## config.mk

```make
export PLATFORM = sky130hd
export DESIGN_NAME = data_bus_arbiter
export DESIGN_NICKNAME = d
export VERILOG_FILES = /design/src/rtl/bus_pkg.sv /design/src/rtl/rr_pick2.sv /design/src/rtl/data_bus_arbiter.sv
export SDC_FILE = /design/constraint.sdc
export NUM_CORES = 1
export LEC_CHECK = 0
export ABC_AREA = 0
export CORE_MARGIN = 5
export CORE_UTILIZATION = 39
export CTS_BUF_LIST = sky130_fd_sc_hd__clkbuf_16
export DETAILED_ROUTE_END_ITERATION = 8
export PLACE_DENSITY_LB_ADDON = 0.25
export SETUP_SLACK_MARGIN = 0.02
export SLEW_MARGIN = 20
export SYNTH_ARGS = -nofsm -noshare
export SYNTH_HDL_FRONTEND = slang
export SYNTH_SLANG_ARGS = --single-unit
```

## constraint.sdc

```tcl
create_clock -name Clock -period 1.6 [get_ports Clock]
set_input_delay 0.16 -clock Clock [delete_from_list [all_inputs] [get_ports Clock]]
set_output_delay 0.16 -clock Clock [all_outputs]
set_load 0.01 [all_outputs]
```

## src/rtl/bus_pkg.sv

```systemverilog
// Shared definitions for the data bus arbiter: device codes, FSM state, abort data, master ids.
package bus_pkg;

    localparam logic [3:0]  DEV_MEM    = 4'h0;
    localparam logic [3:0]  DEV_FP     = 4'h1;

    typedef enum logic {IDLE, BUSY} arb_state_t;

    localparam logic [15:0] ABORT_DATA = 16'hDEAD;

    localparam int M_PIPE = 0;
    localparam int M_DMA  = 1;

endpackage

```

## src/rtl/rr_pick2.sv

```systemverilog
// Two-way round-robin picker: lone requester wins, ties go to the master named by ptr.
module rr_pick2 (
    input  logic [1:0] req,
    input  logic       ptr,
    output logic [1:0] win,
    output logic       any
);

    always_comb begin
        win = req;
        if (req == 2'b11) win = ptr ? 2'b10 : 2'b01;
    end

    assign any = |req;

endmodule

```

## src/rtl/data_bus_arbiter.sv

```systemverilog
// Two-master round-robin data bus arbiter; stretched bus cycles stay locked to their owner.
// Optional stretch timeout/abort enabled by defining ARB_TIMEOUT_EN.
module data_bus_arbiter
    import bus_pkg::*;
#(
    parameter int ADDR_W  = 16,
    parameter int DATA_W  = 16,
    parameter int TIMEOUT = 15
) (
    input  logic              Clock,
    input  logic              Reset,
    input  logic [1:0]        ReqRead,
    input  logic [1:0]        ReqWrite,
    input  logic [ADDR_W-1:0] ReqAddr0,
    input  logic [ADDR_W-1:0] ReqAddr1,
    input  logic [DATA_W-1:0] ReqWdata0,
    input  logic [DATA_W-1:0] ReqWdata1,
    output logic [1:0]        ReqWait,
    output logic [1:0]        ReqErr,
    output logic [DATA_W-1:0] RdData,
    output logic [ADDR_W-1:0] BusAddr,
    output logic [DATA_W-1:0] BusWdata,
    output logic              BusRead,
    output logic              BusWrite,
    input  logic [DATA_W-1:0] BusRdata,
    input  logic              BusWaitreq,
    output logic [1:0]        Grant
);

    arb_state_t        state_q, state_d;
    logic [1:0]        req, win, own_oh, done_oh;
    logic              any, win_idx, abort;
    logic              rr_ptr_q, own_q, rd_q;
    logic [ADDR_W-1:0] addr_q;
    logic [DATA_W-1:0] wdata_q;

    assign req     = ReqRead | ReqWrite;
    assign win_idx = win[M_DMA];
    assign own_oh  = {own_q, ~own_q};

    rr_pick2 u_pick (
        .req (req),
        .ptr (rr_ptr_q),
        .win (win),
        .any (any)
    );

`ifdef ARB_TIMEOUT_EN
    localparam int CW = $clog2(TIMEOUT + 1);
    // cnt_q holds the ordinal of the current BUSY cycle (1 on the first one)
    logic [CW-1:0] cnt_q;

    assign abort = (state_q == BUSY) && BusWaitreq && (cnt_q == CW'(TIMEOUT));

    always_ff @(posedge Clock or posedge Reset) begin
        if (Reset)                                    cnt_q <= '0;
        else if (state_q == IDLE && state_d == BUSY)  cnt_q <= CW'(1);
        else if (state_q == BUSY)                     cnt_q <= cnt_q + 1'b1;
    end
`else
    logic [31:0] unused_timeout;
    assign unused_timeout = 32'(TIMEOUT);
    assign abort          = 1'b0;
`endif

    always_ff @(posedge Clock or posedge Reset) begin
        if (Reset) state_q <= IDLE;
        else       state_q <= state_d;
    end

    always_comb begin
        state_d = state_q;
        case (state_q)
            IDLE:    if (any && BusWaitreq) state_d = BUSY;
            BUSY:    if (!BusWaitreq || abort) state_d = IDLE;
            default: state_d = IDLE;
        endcase
    end

    // Outputs; Reset gates everything so strobes drop asynchronously
    always_comb begin
        BusAddr  = '0;
        BusWdata = '0;
        BusRead  = 1'b0;
        BusWrite = 1'b0;
        Grant    = 2'b00;
        ReqErr   = 2'b00;
        done_oh  = 2'b00;
        RdData   = BusRdata;
        if (Reset) begin
            done_oh = 2'b00;
        end else if (state_q == IDLE) begin
            if (any) begin
                Grant    = win;
                BusAddr  = win_idx ? ReqAddr1 : ReqAddr0;
                BusWdata = win_idx ? ReqWdata1 : ReqWdata0;
                BusRead  = ReqRead[win_idx];
                BusWrite = ~ReqRead[win_idx] & ReqWrite[win_idx];
                if (!BusWaitreq) done_oh = win;
            end
        end else begin
            Grant    = own_oh;
            BusAddr  = addr_q;
            BusWdata = wdata_q;
            if (abort) begin
                RdData  = DATA_W'(ABORT_DATA);
                ReqErr  = own_oh;
                done_oh = own_oh;
            end else begin
                BusRead  = rd_q;
                BusWrite = ~rd_q;
                if (!BusWaitreq) done_oh = own_oh;
            end
        end
        ReqWait = req & ~done_oh;
    end

    // Latch the winning request on stretch; advance the pointer past whoever completed
    always_ff @(posedge Clock or posedge Reset) begin
        if (Reset) begin
            rr_ptr_q <= 1'b0;
            own_q    <= 1'b0;
            rd_q     <= 1'b0;
            addr_q   <= '0;
            wdata_q  <= '0;
        end else if (state_q == IDLE && any) begin
            if (BusWaitreq) begin
                own_q   <= win_idx;
                rd_q    <= ReqRead[win_idx];
                addr_q  <= BusAddr;
                wdata_q <= BusWdata;
            end else begin
                rr_ptr_q <= ~win_idx;
            end
        end else if (state_q == BUSY && state_d == IDLE) begin
            rr_ptr_q <= ~own_q;
        end
    end

endmodule

```

# After elaboration in Yosys (flattened, before gate mapping)

Index checks and enable logic that the tools add are counted.

Register bits: 36
Output and inout port bits: 56

$lt $le $gt $ge: 1
Equal/unequal tests: 2
Multiplexer cells: 34
Bitwise logic cells: 10
Reductions and logical operators: 7

Operators with widths:

| kind                                                                  | count |
|---|---|
| 16-bit 2-to-1 mux                                                     | 8 |
| 2-bit 2-to-1 mux                                                      | 10 |
| 1-bit 2-to-1 mux                                                      | 15 |
| 1-bit NOT                                                             | 6 |
| 2-bit AND reduction                                                   | 2 |
| 1-bit logical AND                                                     | 3 |
| 2-bit bitwise AND                                                     | 1 |
| 2-bit equality test (second input constant)                           | 1 |
| 1-bit by 2-bit < comparator with 1-bit output (second input constant) | 1 |
| 2-bit inequality test (second input constant)                         | 1 |
| 2-bit NOT                                                             | 1 |
| 2-bit OR                                                              | 1 |
| 1-bit case mux with 2 select lines                                    | 1 |
| 2-bit nonzero test                                                    | 1 |
| 2-bit OR reduction                                                    | 1 |
| 1-bit bitwise AND                                                     | 1 |

# Logic depth before layout (Yosys ltp)

Gate-level depths: netlist of the first run.

Word-level depth: 10
Depth in mapped cells: 6

# By module

A second synthesis of the first run with hierarchy kept.

Cell total of the unflattened synthesis: 312
Area, all modules: 2816.5 um^2

By module, submodules not included:

| module           | instances | cells an instance | area an instance (um^2) | sequential area each (um^2) |
|---|---|---|---|---|
| data_bus_arbiter | 1         | 308               | 2791.4                  | 900.9 |
| rr_pick2         | 1         | 4                 | 25.0                    | 0.0 |

# Worst setup path after synthesis of the first run

No wires, ideal clock.

Kind: input-to-reg
Start: input port Reset
End: register addr_q[10]
Setup time: 0.074 ns
Arrival: 1.759 ns
Slack: -0.234 ns
Stages on the path: 5
Buffers on the path: 2
Path through: clkbuf_1 -> inv_1 -> nand3_4 -> buf_12 -> o21ai_2

Word-level cells in the longest chain between the ends: 1

RTL lines:

| element                | RTL line                | text |
|---|---|---|
| start: declaration     | data_bus_arbiter.sv:11  | `input logic Reset,` |
| 16-bit 2-to-1 mux      | data_bus_arbiter.sv:90  | `if (Reset) begin` |
| end signal: assignment | data_bus_arbiter.sv:130 | `addr_q <= BusAddr;` |
| end: declaration       | data_bus_arbiter.sv:34  | `logic [ADDR_W-1:0] addr_q;` |

No other way between the ends.
A chain may end at the register's enable or synchronous reset.

# Worst setup path in the final report of the first run

Start: register rr_ptr_q
End: output port BusAddr[2]

Word-level cells in the longest chain between the ends: 6

RTL lines:

| element                       | RTL line                | text |
|---|---|---|
| start: declaration            | data_bus_arbiter.sv:33  | `logic rr_ptr_q, own_q, rd_q;` |
| start signal: assignment      | data_bus_arbiter.sv:133 | `rr_ptr_q <= ~win_idx;` |
| start signal: assignment      | data_bus_arbiter.sv:136 | `rr_ptr_q <= ~own_q;` |
| 2-bit 2-to-1 mux (2 in a row) | rr_pick2.sv:11          | `if (req == 2'b11) win = ptr ? 2'b10 : 2'b01;` |
| 16-bit 2-to-1 mux             | data_bus_arbiter.sv:95  | `BusAddr = win_idx ? ReqAddr1 : ReqAddr0;` |
| 16-bit 2-to-1 mux             | data_bus_arbiter.sv:93  | `if (any) begin` |
| 16-bit 2-to-1 mux             | data_bus_arbiter.sv:92  | `end else if (state_q == IDLE) begin` |
| 16-bit 2-to-1 mux             | data_bus_arbiter.sv:90  |  |
| end: declaration              | data_bus_arbiter.sv:21  | `output logic [ADDR_W-1:0] BusAddr,` |

No other way between the ends.

==> results.sh, run 1 <==
export IMPL_status="complete, but fails checks"
export IMPL_violations="negative setup slack"
export IMPL_peakVddDrop_v=0.000531
export IMPL_leakage_nw=2.09
export IMPL_min_from="BusRdata[15]"
export IMPL_finClkSkew_ns=0.00371
export IMPL_cts_tree="built"
export IMPL_r2r_worst_path_cells=10
export IMPL_drt_wl_total_microns=8500
export IMPL_r2r_setup_slack_ns=-0.26
export IMPL_clock_fmax_mhz=528
export IMPL_cpMostUsedCell="buf_12"
export IMPL_period_needed_ns=1.89
export IMPL_start_util=0.403
export IMPL_path_cells="o21ai_4 > buf_12 > buf_12 > mux2i_4 > o21ai_2 > buf_2"
export IMPL_fin_cells=527
export IMPL_path_clk_slew_ns=0.06
export IMPL_rsz0062_at_grt="true"
export IMPL_cp_slowest_cell="dfrtp_1"
export IMPL_grt_pass1_vias=2759
export IMPL_layout_drive_gt1_share=0.500
export IMPL_clock_latency_ns=0.28
export IMPL_dp_hpwl_microns=5240
export IMPL_rr_endpoint="addr_q[2]$_DFFE_PP0P_"
export IMPL_startpoint_type="flop"
export IMPL_final_area_sq_um=4770
export IMPL_p_total_mw=4.26
export IMPL_synthesis_area_sq_um=2560
export IMPL_postSynth_asyncResetShare=1.00
export IMPL_dpl_cell_area_sq_um=3930
export IMPL_numCtsBuffers=5
export IMPL_ys_types=33
export IMPL_slowest_delay_ns=0.41
export IMPL_yosysSeqAreaShare=0.352
export IMPL_die_width_microns=91.0
export IMPL_maxCapViolations=0
export IMPL_p_per_area_nw_per_um2=894
export IMPL_fin_nets=536
export IMPL_yosysTopAreaCellShare=0.352
export IMPL_slew_violations=0
export IMPL_port_buffers=108
export IMPL_ant_nets=0
export IMPL_grt_start_max_net_pins=37
export IMPL_drtPass1Iterations=5
export IMPL_gp_congestion=0.810
export IMPL_grtUsageTotal=0.202
export IMPL_dp_cells=487
export IMPL_synth_edf_count=0
export IMPL_pin_count=143
export IMPL_area_delta_synth_final_pct=86.4
export IMPL_cts_sinks=36
export IMPL_rows=29
export IMPL_r2r_start="rr_ptr_q$_DFFE_PP0P_"
export IMPL_syn_area_per_cell_sq_um=9.06
export IMPL_cp_end_kind="output port"
export IMPL_drt_initial_drc_count=63
export IMPL_ys_ff_latch=36
export IMPL_grt_pass1_wl_microns=13800
export IMPL_die_area_sq_um=8270
export IMPL_arrival_ns=1.73
export IMPL_synthCells=282
export IMPL_hold_violations=0
export IMPL_post_drt_via_cell_ratio=5.08
export IMPL_min_to="RdData[15]"
export IMPL_cts_root_buf="clkbuf_16"
export IMPL_ctsLongestPathBuffers=2
export IMPL_yosysMostFrequentCell="nand2_1"
export IMPL_synth_largest_area_cell="dfrtp_1"
export IMPL_core_sq_um=6350
export IMPL_drc=0
export IMPL_hold_path_class="in -> out"
export IMPL_worstPathMaxFanout=8
export IMPL_setup_slack_ns=-0.294
export IMPL_crit_required_ns=1.44
export IMPL_critPathKind="reg -> out"
export IMPL_wl_per_cell_microns=16.1
export IMPL_synthFlopType="dfrtp_1"
export IMPL_yosys_warnings=0
export IMPL_hold_path_depth=0
export IMPL_antenna_found_initial=0
export IMPL_fp_dieH_microns=91.0
export IMPL_antennaDiodeCount=0
export IMPL_finalCritPeriodShare=1.18
export IMPL_htree_num_levels=2
export IMPL_setup_violations=42
export IMPL_netlist_top_cells_count="nand2_1 (68), dfrtp_1 (36), mux2i_1 (33)"
export IMPL_synthTopCellsByArea="dfrtp_1 (35%), mux2i_1 (13%), o21ai_2 (11%)"
export IMPL_num_vias=2676
export IMPL_grt_overflow=0
## critical path: cells and delay by family, from the launching register on
kind | cells | cell delay (ns)
AO/OA/AOI/OAI | 2 | 0.32
multiplexers | 1 | 0.26
flip-flops | 1 | 0.41
buffers and inverters | 3 | 0.46
## repair_timing
action                     in CTS  in global routing
setup endpoints to repair      72                 60
resized for setup             246                 53
hold buffers                    0                  0
pin swaps                      15                  8
gates cloned                    3                  0
setup buffers                  41                 11
## worst max path at each step
| stage | startpoint | endpoint | slack, ns | cells past startpoint |
|---|---|---|---|---|
| after floorplan | Reset | addr_q[10]$_DFFE_PP0P_ | 0.04 | 5 |
| after global placement | ReqRead[1] | BusAddr[15] | -0.70 | 7 |
| after detailed placement | ReqRead[1] | BusAddr[15] | -0.71 | 7 |
| after CTS | rr_ptr_q$_DFFE_PP0P_ | BusAddr[5] | -0.30 | 7 |
| after global routing | rr_ptr_q$_DFFE_PP0P_ | BusAddr[2] | -0.38 | 6 |
| final | rr_ptr_q$_DFFE_PP0P_ | BusAddr[2] | -0.29 | 6 |
## layout make-up
class / instances / area, sq um
repair buffers: 198 / 1860
inverters: 1 / 7.51
clock buffers: 5 / 125
flip-flops and latches: 36 / 901
clock inverters: 3 / 37.5
multi-input cells: 207 / 1740
fillers: 427 / 1580
well taps: 77 / 96.3
## cells by family after synthesis
family,Yosys count,share of synthesized area
compound gates,78,0.206
buf+inv,40,0.141
flops,36,0.352
mux,34,0.134
other cells,1,0.00147
simple gates,93,0.165
## flip-flops by register name (all words and copies together), names as in the netlist
name,count
wdata_q,16
own_q,1
state_q,1
addr_q,16
rd_q,1
rr_ptr_q,1
## placed cells by master, fill, tap and decap left out, types with 3 or more instances in the layout
master and count:
a21oi_1 3, buf_16 3, nand2_1 68, buf_2 37
clkdlybuf4s50_1 66, buf_6 32, nor2_2 3, dfrtp_1 36
clkbuf_16 5, buf_4 47, dlygate4sd2_1 4, o21ai_2 40
mux2i_4 26, nor2_1 7, mux2i_2 6, o21ai_1 26
buf_12 9
## power breakdown
group	leakage [nW]	switching [mW]	internal (mW)	total, mW
registers	0.466	0.0872	1.05	1.14
logic	1.54	0.835	1.20	2.04
clock network	0.0789	0.365	0.724	1.09
total	2.09	1.29	2.97	4.26
## per-layer routing
layer  up-vias  part of all wire  global-route usage
met5         -                 0                   0
met4         0            0.0082              0.0501
met3         6             0.064              0.0496
met2        96              0.53               0.355
met1      1289              0.40               0.249
li1       1285                 -                   -
## per-stage QoR
stage | setup slack [ns] | utilization | hold slack [ns] | TNS, ns
5_1_grt | -0.384 | 0.751 | 0.320 | -13.04
3_5_place_dp | -0.714 | 0.619 | 0.320 | -35.72
3_3_place_gp | -0.701 | 0.619 | 0.320 | -34.92
4_1_cts | -0.297 | 0.727 | 0.320 | -8.45
2_1_floorplan | 0.0391 | - | 0.282 | 0
6_report | -0.294 | 0.751 | 0.320 | -9.60
Note: power is estimated with default switching activity, not from simulation.
==> run 2, diff against run 1 <==
Settings changed: HOLD_SLACK_MARGIN from default to 0.15, SLEW_MARGIN 20 to default.
==> results of run 2 <==
Same layout as run 1: the final DEF is identical, and so are final timing and power.
